--- src/rtl/alu_multiciclo.sv ---
// alu_multiciclo: registered, handshaked execution unit for the MIPS datapath.
// Logic/arith/shift ops complete in one cycle; MULTU/DIVU iterate one bit
// per cycle and return HI/LO. Results are held in DONE until out_ready.
module alu_multiciclo #(
  parameter int WIDTH = 32,
  parameter int SHW   = 5
) (
  input  logic             clk,
  input  logic             rst_n,
  input  logic             in_valid,
  output logic             in_ready,
  input  logic [WIDTH-1:0] r1,
  input  logic [WIDTH-1:0] r2,
  input  logic [3:0]       controle,
  output logic             out_valid,
  input  logic             out_ready,
  output logic [WIDTH-1:0] rst,
  output logic [WIDTH-1:0] rst_hi,
  output logic             zero,
  output logic             div_zero
);

  localparam logic [3:0] OP_AND   = 4'b0000;
  localparam logic [3:0] OP_OR    = 4'b0001;
  localparam logic [3:0] OP_ADD   = 4'b0010;
  localparam logic [3:0] OP_MULTU = 4'b0011;
  localparam logic [3:0] OP_DIVU  = 4'b0100;
  localparam logic [3:0] OP_SUB   = 4'b0110;
  localparam logic [3:0] OP_SLT   = 4'b0111;
  localparam logic [3:0] OP_SLL   = 4'b1000;
  localparam logic [3:0] OP_SRL   = 4'b1001;
  localparam logic [3:0] OP_SRA   = 4'b1010;
  localparam logic [3:0] OP_NOR   = 4'b1100;

  localparam logic [SHW:0] CNT_ONE  = {{SHW{1'b0}}, 1'b1};
  localparam logic [SHW:0] CNT_LOAD = (SHW+1)'(WIDTH);

  typedef enum logic [1:0] {
    ST_IDLE = 2'd0,
    ST_BUSY = 2'd1,
    ST_DONE = 2'd2
  } state_t;

  state_t             state_r;
  state_t             state_s;

  logic [3:0]         op_r;      // operation being iterated
  logic [WIDTH-1:0]   opb_r;     // multiplicand / divisor
  logic [WIDTH-1:0]   acc_r;     // running HI: partial product upper half / remainder
  logic [WIDTH-1:0]   q_r;       // running LO: multiplier shifting out / quotient shifting in
  logic [SHW:0]       cnt_r;     // iterations still to perform

  logic               is_iter_s;
  logic [SHW-1:0]     sh_s;
  logic [WIDTH-1:0]   single_lo_s;
  logic [WIDTH-1:0]   single_hi_s;
  logic               single_dz_s;

  logic [WIDTH:0]     sum_s;
  logic [WIDTH:0]     shl_s;
  logic [WIDTH-1:0]   diff_s;
  logic [WIDTH-1:0]   acc_nxt_s;
  logic [WIDTH-1:0]   q_nxt_s;

  assign in_ready  = (state_r == ST_IDLE);
  assign sh_s      = r2[SHW-1:0];
  // A zero divisor short-circuits to the single-cycle path.
  assign is_iter_s = (controle == OP_MULTU) ||
                     ((controle == OP_DIVU) && (r2 != {WIDTH{1'b0}}));

  // Single-cycle result computed straight from the accepted operands.
  always_comb begin
    single_lo_s = {WIDTH{1'b0}};
    single_hi_s = {WIDTH{1'b0}};
    single_dz_s = 1'b0;
    case (controle)
      OP_AND: single_lo_s = r1 & r2;
      OP_OR:  single_lo_s = r1 | r2;
      OP_ADD: single_lo_s = r1 + r2;
      OP_SUB: single_lo_s = r1 - r2;
      OP_SLT: single_lo_s = {{(WIDTH-1){1'b0}}, (r1 < r2)};
      OP_NOR: single_lo_s = ~(r1 | r2);
      OP_SLL: single_lo_s = r1 << sh_s;
      OP_SRL: single_lo_s = r1 >> sh_s;
      OP_SRA: single_lo_s = $unsigned($signed(r1) >>> sh_s);
      OP_DIVU: begin
        single_lo_s = {WIDTH{1'b1}};
        single_hi_s = r1;
        single_dz_s = 1'b1;
      end
      default: begin
        single_lo_s = {WIDTH{1'b0}};
        single_hi_s = {WIDTH{1'b0}};
        single_dz_s = 1'b0;
      end
    endcase
  end

  // One iteration of shift-add multiply or restoring divide.
  always_comb begin
    sum_s     = {1'b0, acc_r} + (q_r[0] ? {1'b0, opb_r} : {(WIDTH+1){1'b0}});
    shl_s     = {acc_r, q_r[WIDTH-1]};
    diff_s    = shl_s[WIDTH-1:0] - opb_r;
    acc_nxt_s = acc_r;
    q_nxt_s   = q_r;
    if (op_r == OP_MULTU) begin
      acc_nxt_s = sum_s[WIDTH:1];
      q_nxt_s   = {sum_s[0], q_r[WIDTH-1:1]};
    end else if (shl_s >= {1'b0, opb_r}) begin
      acc_nxt_s = diff_s;
      q_nxt_s   = {q_r[WIDTH-2:0], 1'b1};
    end else begin
      acc_nxt_s = shl_s[WIDTH-1:0];
      q_nxt_s   = {q_r[WIDTH-2:0], 1'b0};
    end
  end

  // Control FSM next state.
  always_comb begin
    state_s = state_r;
    case (state_r)
      ST_IDLE: begin
        if (in_valid) begin
          if (is_iter_s) begin
            state_s = ST_BUSY;
          end else begin
            state_s = ST_DONE;
          end
        end else begin
          state_s = ST_IDLE;
        end
      end
      ST_BUSY: begin
        if (cnt_r == CNT_ONE) begin
          state_s = ST_DONE;
        end else begin
          state_s = ST_BUSY;
        end
      end
      ST_DONE: begin
        if (out_ready) begin
          state_s = ST_IDLE;
        end else begin
          state_s = ST_DONE;
        end
      end
      default: state_s = ST_IDLE;
    endcase
  end

  // Control FSM state register.
  always_ff @(posedge clk or negedge rst_n) begin
    if (!rst_n) begin
      state_r <= ST_IDLE;
    end else begin
      state_r <= state_s;
    end
  end

  // Operand capture, iteration registers and registered outputs.
  always_ff @(posedge clk or negedge rst_n) begin
    if (!rst_n) begin
      op_r      <= 4'b0000;
      opb_r     <= {WIDTH{1'b0}};
      acc_r     <= {WIDTH{1'b0}};
      q_r       <= {WIDTH{1'b0}};
      cnt_r     <= {(SHW+1){1'b0}};
      out_valid <= 1'b0;
      rst       <= {WIDTH{1'b0}};
      rst_hi    <= {WIDTH{1'b0}};
      zero      <= 1'b0;
      div_zero  <= 1'b0;
    end else begin
      case (state_r)
        ST_IDLE: begin
          if (in_valid) begin
            op_r  <= controle;
            opb_r <= r2;
            zero  <= (r1 == r2);
            if (is_iter_s) begin
              acc_r <= {WIDTH{1'b0}};
              q_r   <= r1;
              cnt_r <= CNT_LOAD;
            end else begin
              rst       <= single_lo_s;
              rst_hi    <= single_hi_s;
              div_zero  <= single_dz_s;
              out_valid <= 1'b1;
            end
          end
        end
        ST_BUSY: begin
          acc_r <= acc_nxt_s;
          q_r   <= q_nxt_s;
          cnt_r <= cnt_r - CNT_ONE;
          if (cnt_r == CNT_ONE) begin
            rst       <= q_nxt_s;
            rst_hi    <= acc_nxt_s;
            div_zero  <= 1'b0;
            out_valid <= 1'b1;
          end
        end
        ST_DONE: begin
          if (out_ready) begin
            out_valid <= 1'b0;
          end
        end
        default: begin
          out_valid <= 1'b0;
        end
      endcase
    end
  end

endmodule

--- config.mk ---
export PLATFORM = sky130hd
export DESIGN_NAME = alu_multiciclo
export DESIGN_NICKNAME = d
export VERILOG_FILES = /design/src/rtl/alu_multiciclo.sv
export SDC_FILE = /design/constraint.sdc
export NUM_CORES = 1
export LEC_CHECK = 0
export ABC_CLOCK_PERIOD_IN_PS = 6900
export BUFFER_PORTS_ARGS = -buffer_cell sky130_fd_sc_hd__buf_2
export CELL_PAD_IN_SITES_DETAIL_PLACEMENT = 1
export CELL_PAD_IN_SITES_GLOBAL_PLACEMENT = 2
export CORE_MARGIN = 5
export CORE_UTILIZATION = 40
export DETAILED_ROUTE_END_ITERATION = 10
export PLACE_DENSITY = 0.95
export SLEW_MARGIN = 25
export SYNTH_ARGS = -nofsm -noshare
export SYNTH_HDL_FRONTEND = slang
export SYNTH_SLANG_ARGS = --single-unit
--- constraint.sdc ---
create_clock -name clk -period 6.9 [get_ports clk]
set_clock_uncertainty 0.05 [all_clocks]
set_input_delay 0.69 -clock clk [delete_from_list [all_inputs] [get_ports clk]]
set_output_delay 0.69 -clock clk [all_outputs]
set_load 0.01 [all_outputs]
==> results of run 1 <==
report_power, final:
group          leakage (nW)  total (mW)  switching, mW  internal (mW)
clock                 0.289        1.08          0.489          0.594
sequential             2.19        1.90          0.421           1.48
combinational          7.80        4.58           2.97           1.60
synth_stat cells, types with 42 or more instances:
library cell | count | area (µm²)
a21o_1 | 82 | 616
a21oi_1 | 327 | 1640
buf_2 | 42 | 210
clkbuf_1 | 140 | 526
dfrtp_1 | 175 | 4380
ha_1 | 171 | 2140
inv_1 | 143 | 537
mux2i_1 | 57 | 571
nand2_1 | 414 | 1550
nand3_1 | 47 | 235
nor2_1 | 230 | 863
nor3_1 | 48 | 240
o21ai_0 | 251 | 1260
o22ai_1 | 52 | 325
placed cells by master (no fill, tap or decap), types with 18 or more instances in the layout:
master / count
nand2_1: 413
a21oi_1: 327
o21ai_0: 251
nor2_1: 227
dfrtp_1: 175
ha_1: 171
inv_1: 143
buf_2: 137
a21o_1: 81
mux2i_1: 57
o22ai_1: 52
nor3_1: 47
nand3_1: 46
and2_1: 40
buf_4: 40
xnor2_1: 38
a211oi_1: 37
a31oi_1: 35
xor2_1: 30
a21boi_0: 28
nand2b_1: 27
mux4_2: 27
o211ai_1: 27
nand4_1: 22
nor4_1: 20
o22a_1: 20
clkbuf_16: 18
flip-flops by register name, summed over array words and instances (netlist names):
register	flops
cnt_r	6
op_r	4
zero	1
q_r	32
div_zero	1
acc_r	32
rst_hi	32
state_r	2
rst	32
out_valid	1
opb_r	32
cells by family after synthesis:
logic type      count (synthesis)  synth area share
xor+xnor                       68            0.0286
fa+ha+maj                     175             0.107
flops                         175             0.211
mux                            92            0.0610
compound gates               1071             0.332
buf+inv                       358            0.0686
simple gates                  909             0.192
layer usage:
| metal | global-route usage | part of all wire | up-vias |
|---|---|---|---|
| met4 | 0.239 | 0.077 | 4 |
| li1 | - | - | 10200 |
| met2 | 0.589 | 0.44 | 1321 |
| met5 | 0 | 0.00049 | - |
| met3 | 0.0635 | 0.085 | 355 |
| met1 | 0.487 | 0.40 | 12000 |
layout make-up:
type	count	area share
clock inverter	10	0.00669
sequential	175	0.195
antenna	4	0.000446
timing repair buffer	178	0.0451
clock buffer	21	0.0205
multi-input combinational	2315	0.669
tap	680	0.0379
inverter	148	0.0248
path summary, 6_finish.rpt:
kind	start	cells after the start	slack (ps)	end
max in group asynchronous	rst_n	2	5260	rst_hi[0]
hold reg to reg	op_r[2]	2	450	op_r[2]
hold / removal	rst_n	1	180	rst_hi[24]
min in group clk	op_r[2]	2	450	op_r[2]
setup reg to reg	q_r[0]	13	2550	rst_hi[24]
setup / recovery	r2[3]	10	2210	rst[29]
per-stage QoR:
stage,instance area [µm²],util
2_1_floorplan,20800,-
3_3_place_gp,21800,0.424
3_5_place_dp,21800,0.424
4_1_cts,22400,0.436
5_1_grt,22400,0.436
6_report,22400,0.437
critical path: cells and delay by family:
family | cells | cell delay [ps]
AOI/OAI and AO/OA | 3 | 860
and+or+nand+nor | 6 | 3100
buffers and inverters | 1 | 300
==> metrics.md, run 1 <==
| Metric | Value |
|---|---|
| Status | completed |
| Finished Layout Cells | 3531 |
| Fin nets | slightly above 3000 |
| Hpwl dp | 82900 µm |
| Drt initial violations | around 2500 |
| Hold WS | about 180 ps |
| Power after layout | around 7.6 mW |
| Post-CTS Setup Inserts | 0 |
| H-tree depth | 4 |
| Vias | approximately 24000 |
| Crit end category | register |
| Fmax | about 0.21 GHz |
| Vias/cell | ~6.8 |
| Syn Nets | just over 3000 |
| First-pass GRT wire length | 162000 µm |
| Critical path's slowest cell | nor3_2 |
| CTS Sinks | between 150 and 200 |
| FILL cells | roughly 6500 |
| Power density cells | ~340 nW/µm² |
| Drt pass-1 iters | 5 |
| Clk slew on worst S/H paths | 70 ps |
| Synth-to-layout area growth | 7.91% |
| DRC | 0 |
| Post-Route WL | ~110000 µm |
| Pre-CTS setup slack | 1860 ps |
| Max-cap check violation count | 0 |
| RSZ-0062 raised after global routing | false |
| Critical path's largest stage delay | 920 ps |
| Post-cts gate resize count | 0 |
| Setup CP Type | in -> reg |
| Final GP Congestion | around 1.0 |
| Arrival time worst endpoint | slightly above 5000 ps |
| Root buf cell | clkbuf_16 |
| CP Max Fanout | just over 50 |
| Max Slew Vio Count | 0 |
| Hold Vio Cnt, Final | 0 |
| Sequential area share after synthesis | 0.211 |
| Required @ worst endpoint | around 7200 ps |
| Final setup viols | 0 |
| Peak supply drop | 0.000205 V |
| Leak | ~10 nW |
| Initial antenna violation count | 11 |
| Largest net degree at the start of global routing | 125 |
| Top_reg_cell synth | dfrtp_1 |
| Die X | 238 µm |
| Hold WC Path Type | in -> async |
| Die Area | 56700 µm² |
| Tmin final | approximately 4700 ps |
| # port buffers | 139 |
| Routed Antenna Nets | 0 |
| Post-synthesis async set-or-reset flop share | 1.00 |
| EDFF count, synth | 0 |
| Initial core utilization | 0.405 |
| Die extent in y | around 240 µm |
| Fin Setup TNS | 0 ps |
| Synth Register Bits | around 180 |
| Wire length per cell | around 31 µm |
| Synthesized area | ~21000 µm² |
| Hold-fix buffers at CTS | 0 |
| CTS tree | yes |
| Period utilisation layout | 0.679 |
| Core area | 51400 µm² |
| Remaining global-route overflow | 0 |
| Slew of the pin with the lowest slew margin | 1030 ps |
| Register area | 4380 µm² |
| Row count | just over 80 |
| Critical-path cell list | buf_2 > nor3_2 > nand4_1 > o31ai_1 > nand2_1 > nand2_4 > nand2_1 > nor2_1 > o211ai_2 > o211ai_1 |
| Startpoint Class | primary input |
| Synth cell types | 96 |
| Rel. slew slack | 0.310 |
| Worst skew pair latency | between 400 and 500 ps |
| YS warnings | 0 |
| Dpl cells | 3496 |
| Clk buf depth | 2 |
| Boundary pin count | 140 |
| GRT Util Overall | 0.377 |
| Num CTS Buffers | 17 |
| Crit path top cell by count | nand2_1 |
| Layout cell share with drive strength beyond 1 | 0.106 |
| Area occupied by multi-input gates | roughly 15000 µm² |
| Final worst setup slack | ~2200 ps |
| Mean Syn Cell Area | roughly 7.3 µm² |
| Vias in the first global route | 23900 |
| Synthesized instance count | 2848 |
(Power assumes the default switching activity.)
==> inputs of run 2 (changes only) <==
--- a/config.mk
+++ b/config.mk
@@ -5,14 +5,15 @@
 export SDC_FILE = /design/constraint.sdc
 export NUM_CORES = 1
 export LEC_CHECK = 0
-export ABC_CLOCK_PERIOD_IN_PS = 6900
+export ABC_AREA = 1
+export ABC_CLOCK_PERIOD_IN_PS = 4740
 export BUFFER_PORTS_ARGS = -buffer_cell sky130_fd_sc_hd__buf_2
 export CELL_PAD_IN_SITES_DETAIL_PLACEMENT = 1
 export CELL_PAD_IN_SITES_GLOBAL_PLACEMENT = 2
 export CORE_MARGIN = 5
-export CORE_UTILIZATION = 40
+export CORE_UTILIZATION = 33
 export DETAILED_ROUTE_END_ITERATION = 10
-export PLACE_DENSITY = 0.95
+export PLACE_DENSITY = 0.89
 export SLEW_MARGIN = 25
 export SYNTH_ARGS = -nofsm -noshare
 export SYNTH_HDL_FRONTEND = slang
==> constraint.sdc (replaced) <==
create_clock -name clk -period 4.74 [get_ports clk]
set_clock_uncertainty 0.05 [all_clocks]
set_input_delay 0.474 -clock clk [delete_from_list [all_inputs] [get_ports clk]]
set_output_delay 0.474 -clock clk [all_outputs]
set_load 0.01 [all_outputs]
==> run 2 against run 1 <==
  * The run now ends with negative hold slack left
  * Hold slack got worse by 200 ps
  * Final area is 16% higher
  * Critical path depth grew 4
  * Largest power group unchanged
==> metrics.md, run 2 <==
| Metric | Value |
|---|---|
| Power after layout | 12.8 mW (+69%) |
| Crit path from | opb_r[3] |
| Clk buf depth | 2 (unchanged) |
| Fin nets | 4541 (+47%) |
| DRC | 0 (unchanged) |
| FF-to-FF Start | opb_r[3] |
| Drt initial violations | 2527 (-0.63%) |
| Leak | 14.4 nW (+40%) |
| Top post-synthesis cells by count | nand2_1 (1397), inv_1 (587), nand3_1 (517) |
| Top-count cell post-synth | nand2_1 |
| Synth cell types | 53 (-45%) |
| Crit. path cell count | 14 (+4) |
| YS warnings | 0 (unchanged) |
| Synth-to-layout area growth | 9.10% |
| Final setup viols | 0 (unchanged) |
| Buffers and inverters on the worst path | 1 (unchanged) |
| Vias/cell | 5.71 (-16%) |
| Area contributors post-synth | nand2_1 (22%), dfrtp_1 (18%), nand3_1 (11%) |
| Post-Route Utilization | 0.363 (-0.0739) |
| Leading cell type in the layout, fill and taps excluded | nand2_1 |
| Pre-CTS setup slack | 1060 ps (-803 ps) |
| Mean Syn Cell Area | 5.58 µm² (-24%) |
| Vias | 30100 (+26%) |
| Clk slew on worst S/H paths | 80 ps (about the same) |
| EDFF count, synth | 0 (unchanged) |
| # port buffers | 139 (unchanged) |
| Hold-fix buffers at CTS | 0 (unchanged) |
| Final worst setup slack | 1060 ps (-1160 ps) |
| Drt pass-1 iters | 6 (+1) |
| Max Slew Vio Count | 0 (unchanged) |
| Layout cell share with drive strength beyond 1 | 0.0673 (-0.0384) |
| Hold WS | -18.7 ps (-200 ps) |
| CTS tree | yes |
| Synthesized area | 23800 µm² (+14%) |
| Largest net degree at the start of global routing | 100 (-20%) |
| Die Area | 77500 µm² (+37%) |
| Startpoint Class | register |
| Kind of cell adding the most delay to the critical path | simple AND/OR/NAND/NOR gates |
| Failing checks | negative hold slack |
| Hold WC Path Type | in -> async |
| Routed Antenna Nets | 0 (unchanged) |
| Final GP Congestion | 1.04 (+2.2%) |
| Critical path's slowest cell | nand2_4 |
| CTS Sinks | 175 (unchanged) |
| Yosys top cell area share | 0.221 (+0.0101) |
| Remaining global-route overflow | 0 (unchanged) |
| Power density cells | 494 nW/µm² (+47%) |
| Arrival time worst endpoint | 4070 ps (-960 ps) |
| R2r setup slk | 1060 ps (-1490 ps) |
| Worst skew pair latency | 520 ps (+40 ps) |
| Placed cell areas | 25300 µm² (+16%) |
| Initial antenna violation count | 14 (+3) |
| Crit path top cell by count | nand3_1 |
| R2r endpoint | rst_hi[22] |
| Max-cap check violation count | 0 (unchanged) |
| Reg2reg path depth | 14 (+1) |
| Slew of the pin with the lowest slew margin | 978 ps (-50.7 ps) |
| Required @ worst endpoint | 5130 ps (-2110 ps) |
| Dominant cell type by area after synthesis | nand2_1 |
| Hold Vio Cnt, Final | 14 (+14) |
| Setup CP Type | reg -> reg |
| Boundary pin count | 140 (unchanged) |
| Status | finished, violations left |
| Peak supply drop | 0.000324 V (+59%) |
| Critical path's largest stage delay | 500 ps (-420 ps) |
| Root buf cell | clkbuf_16 |
| Synthesized instance count | 4256 (+49%) |
| Commonest non-fill, non-tap cells in the layout | nand2_1 (1396), inv_1 (585), nand3_1 (517) |
| Post-CTS Setup Inserts | 0 (unchanged) |
| Syn Nets | 4503 (+45%) |
| CP Max Fanout | 32 (-37%) |
| Hpwl dp | 114000 µm (+38%) |
| Post-route cell area | 25900 µm² (+16%) |
| Tmin final | 3680 ps |
| Critical-path cell list | inv_1 > ha_1 > nand2_2 > nor2_1 > nand3_1 > nand3_1 > nand2_1 > nand3_2 > nand2_2 > nand2_4 > nand3_1 > nand3_1 > nand2_1 > a21oi_1 |
| Die X | 278 µm (+17%) |
| Post-synthesis async set-or-reset flop share | 1.00 (unchanged) |
| Fmax | between 0.2 and 0.3 GHz |
| Fin Setup TNS | 0 ps (unchanged) |
| Crit end category | register |
| Post-Route WL | 138000 µm (+25%) |
| Wire length per cell | 26.3 µm (-16%) |
| Num CTS Buffers | 17 (unchanged) |
| Sequential area share after synthesis | 0.184 (-0.0263) |
| Finished Layout Cells | 5262 (+49%) |
| GRT Util Overall | 0.343 (-0.0342) |
| Rel. slew slack | 0.347 (+0.0368) |
| Core area | 71500 µm² (+39%) |
| H-tree depth | 4 (unchanged) |
| Vias in the first global route | 30000 (+26%) |
| Synth Register Bits | 175 (unchanged) |
| First-pass GRT wire length | 200000 µm (+23%) |
| Row count | 98 (+18%) |
| Top_reg_cell synth | dfrtp_1 |
| CP endpoint | rst_hi[22] |
| Period utilisation layout | 0.777 |
| RSZ-0062 raised after global routing | false |
| Die extent in y | 278 µm (+17%) |
| Initial core utilization | 0.332 (-0.0722) |
| Post-cts gate resize count | 0 (unchanged) |
| Dpl cells | 5225 (+49%) |
-- run 2: how the worst min path moves through the flow --
stage	depth (start not counted)	slack, ps	startpoint	to
after detailed placement	2	430	rst[7]	rst[7]
after global routing	1	40	rst_n	acc_r[29]
after floorplan	0	130	rst_n	acc_r[0]
final	1	-20	rst_n	acc_r[29]
after global placement	2	410	op_r[0]	op_r[0]
after CTS	1	30	rst_n	acc_r[29]
-- run 2: layout make-up --
type,instances,area [µm²]
antenna,5,12.5
clock buffer,17,425
clock inverter,15,214
fill,9947,45600
inverter,601,2260
multi-input combinational,3300,16300
sequential,175,4380
tap,950,1190
timing repair buffer,199,1160
-- run 2: kinds of logic after synthesis --
kind of cell / after synthesis / synth area share
adders and majority gates: 175 / 0.0934
AOI/OAI and AO/OA: 598 / 0.139
and+or+nand+nor: 2503 / 0.444
DFF: 175 / 0.184
muxes: 1 / 0.000421
buffers and inverters: 781 / 0.130
xor gates and xnor gates: 23 / 0.00848
-- run 2: power by group --
| part | internal [mW] | total, mW | leakage (nW) | switching, mW |
|---|---|---|---|---|
| clock network | 0.740 | 1.60 | 0.307 | 0.862 |
| logic | 2.44 | 8.14 | 12.0 | 5.70 |
| registers | 2.16 | 3.06 | 2.17 | 0.899 |
-- run 2: routing by layer --
metal | global-route usage | up-vias | routed length (µm)
met1 | 0.408 | 14600 | 53900
met2 | 0.567 | 1276 | 63100
met3 | 0.0627 | 416 | 9600
met4 | 0.229 | 14 | 11700
met5 | 0 | - | 112
li1 | - | 13700 | -
==> inputs of run 3 (changes only) <==
--- a/config.mk
+++ b/config.mk
@@ -5,13 +5,13 @@
 export SDC_FILE = /design/constraint.sdc
 export NUM_CORES = 1
 export LEC_CHECK = 0
-export ABC_AREA = 1
-export ABC_CLOCK_PERIOD_IN_PS = 4740
+export ABC_AREA = 0
+export ABC_CLOCK_PERIOD_IN_PS = 3400
 export BUFFER_PORTS_ARGS = -buffer_cell sky130_fd_sc_hd__buf_2
 export CELL_PAD_IN_SITES_DETAIL_PLACEMENT = 1
 export CELL_PAD_IN_SITES_GLOBAL_PLACEMENT = 2
 export CORE_MARGIN = 5
-export CORE_UTILIZATION = 33
+export CORE_UTILIZATION = 37
 export DETAILED_ROUTE_END_ITERATION = 10
 export PLACE_DENSITY = 0.89
 export SLEW_MARGIN = 25
==> constraint.sdc (replaced) <==
create_clock -name clk -period 3.4 [get_ports clk]
set_clock_uncertainty 0.05 [all_clocks]
set_input_delay 0.34 -clock clk [delete_from_list [all_inputs] [get_ports clk]]
set_output_delay 0.34 -clock clk [all_outputs]
set_load 0.01 [all_outputs]
==> run 3 against run 2 <==
  * The run ends with negative setup slack left
  * Worst setup slack worse by 1100 ps
  * Routed wire length down 19%
  * Core utilization up 10 points
  * Non-clock buffer count up 304
  * Sequential cell count unchanged
  * First-iteration DRC count up 13%
  * Register-to-register slack worse by 1100 ps
  * Clock power up 27%
  * Global-route usage up 0.81 points
  * Largest cell class unchanged
==> metrics.md, run 3 (same netlist as run 1, synthesis figures left out) <==
| Metric | Value |
|---|---|
| Worst hold path cell count | 4 |
| Hold Vio Cnt, Final | 0 (-14) |
| Row count | 86 (-12%) |
| Clk buf depth | 2 (unchanged) |
| Dpl cells | 3871 (-26%) |
| Rel. slew slack | 0.278 (-0.0691) |
| Final worst setup slack | -34.1 ps (-1090 ps) |
| R2r endpoint | rst_hi[31] |
| Leak | 11.9 nW (-17%) |
| Wire length per cell | 28.7 µm (+9.0%) |
| FILL cells | 6871 (-31%) |
| DRC | 0 (unchanged) |
| First-pass GRT wire length | 164000 µm (-18%) |
| Tmin final | 3430 ps (-248 ps) |
| Commonest non-fill, non-tap cells in the layout | nand2_1 (410), buf_4 (339), a21oi_1 (315) |
| Failing checks | negative setup slack |
| Leading cell type in the layout, fill and taps excluded | nand2_1 |
| Hpwl dp | 86400 µm (-24%) |
| RSZ-0062 raised after global routing | true |
| Boundary pin count | 140 (unchanged) |
| Vias | 25300 (-16%) |
| Worst Hold End | state_r[1] |
| GRT Util Overall | 0.351 (+0.00807) |
| Num CTS Buffers | 17 (unchanged) |
| Routed Antenna Nets | 0 (unchanged) |
| Post-Route WL | 112000 µm (-19%) |
| Initial core utilization | 0.375 (+0.0429) |
| Hold WS | 150 ps (+169 ps) |
| Die X | 247 µm (-11%) |
| Largest net degree at the start of global routing | 95 (-5.0%) |
| Power after layout | 17.0 mW (+33%) |
| Fmax | 0.291 GHz (+7.2%) |
| Hold WC Path Type | in -> reg |
| Drt pass-1 iters | 7 (+1) |
| Drt initial violations | 2852 (+13%) |
| HP Start | out_ready |
| Core area | 55400 µm² (-22%) |
| Pre-CTS setup slack | -462 ps (-1520 ps) |
| Vias/cell | 6.45 (+13%) |
| # port buffers | 139 (unchanged) |
| Final setup viols | 3 (+3) |
| Finished Layout Cells | 3923 (-25%) |
| Fin nets | 3407 (-25%) |
| Power density cells | 661 nW/µm² (+34%) |
| FF-to-FF Start | q_r[0] |
| R2r setup slk | -30 ps (-1090 ps) |
| H-tree depth | 4 (unchanged) |
| Slew of the pin with the lowest slew margin | 1070 ps (+96.4 ps) |
| Reg2reg path depth | 14 (unchanged) |
| Required @ worst endpoint | 3710 ps (-1420 ps) |
| Peak supply drop | 0.000412 V (+27%) |
| Clk slew on worst S/H paths | 80 ps (about the same) |
| Startpoint Class | register |
| Setup CP Type | reg -> reg |
| CTS Sinks | 175 (unchanged) |
| Die extent in y | 247 µm (-11%) |
| Arrival time worst endpoint | 3740 ps (-330 ps) |
| Max-cap check violation count | 0 (unchanged) |
| Root buf cell | clkbuf_16 |
| Status | finished, violations left |
| Die Area | 61000 µm² (-21%) |
| Vias in the first global route | 25600 (-15%) |
| Period utilisation layout | 1.01 (+0.233) |
| Final GP Congestion | 1.17 (+13%) |
| Fin Setup TNS | -74.0 ps (-74.0 ps) |
| Crit path from | q_r[0] |
| Synth-to-layout area growth | 24.1% |
| CP Max Fanout | 7 (-78%) |
| Remaining global-route overflow | 0 (unchanged) |
| Layout cell share with drive strength beyond 1 | 0.229 (+0.161) |
| Worst skew pair latency | 480 ps (-40 ps) |
| Crit end category | register |
| Max Slew Vio Count | 0 (unchanged) |
| Initial antenna violation count | 5 (-9) |
| CTS tree | yes |
run 3: changes by cell type in the layout (fill, tap and decap cells not counted), sizes merged, moves of 98 or more:
| cell | delta |
|---|---|
| nand2 | -990 |
| nand3 | -472 |
| inv | -454 |
| buf | +303 |
| nor2 | -149 |
| a21oi | +98 |
run 3: how the worst max path moves through the flow:
stage,end,slack [ps],depth (start not counted)
after detailed placement,rst[12],-460,13
after global routing,rst_hi[31],-80,14
after global placement,rst[12],-410,13
after CTS,rst_hi[27],-30,16
after floorplan,rst[29],4,16
final,rst_hi[31],-30,14
run 3: what timing repair did:
action | 4_1_cts | 5_1_grt
hold endpoints to repair | 86 | 0
setup endpoints to repair | 32 | 48
gates cloned | 1 | 0
setup buffers | 8 | 9
pin swaps | 19 | 20
resized for setup | 35 | 100
hold buffers | 1 | 0
run 3: layout make-up:
cell class / count / area (µm²) / share of cell area
Tap cell: 748 / 936 / 0.0363
Clock buffer: 17 / 425 / 0.0165
Sequential cell: 175 / 4380 / 0.170
Antenna cell: 2 / 5.00 / 0.000194
Clock inverter: 15 / 146 / 0.00567
Multi-Input combinational cell: 2315 / 15700 / 0.607
Inverter: 148 / 556 / 0.0215
Timing Repair Buffer: 503 / 3680 / 0.143
run 3: metal layers:
layer / global-route usage / wire length, µm / vias to the layer above / share of wire
met5: 0 / 18 / - / 0.00016
met4: 0.233 / 9560 / 2 / 0.085
met3: 0.0756 / 10600 / 455 / 0.094
met2: 0.551 / 49600 / 1422 / 0.44
met1: 0.434 / 42700 / 12500 / 0.38
li1: - / - / 10900 / -
run 3: worst max-delay path: stages (launching register included):
cell	delay (ps)
dfrtp_2	460
buf_8	160
and2_4	150
ha_4	160
a2111o_1	430
nor2_2	160
a2bb2oi_4	90
a311oi_4	330
o21ai_2	170
a22oi_4	330
o21ai_4	120
a2111oi_4	310
nor3_2	80
o311a_1	140
o22a_1	170
run 3: power by group:
part	total, mW	switching [mW]	internal, mW
registers	3.86	0.859	3.00
logic	11.2	6.68	4.48
clock network	2.03	1.05	0.975
run 3: through the flow:
step,util,area (µm²)
2_1_floorplan,-,20800
3_3_place_gp,0.441,24400
3_5_place_dp,0.441,24400
4_1_cts,0.455,25200
5_1_grt,0.465,25800
6_report,0.466,25800
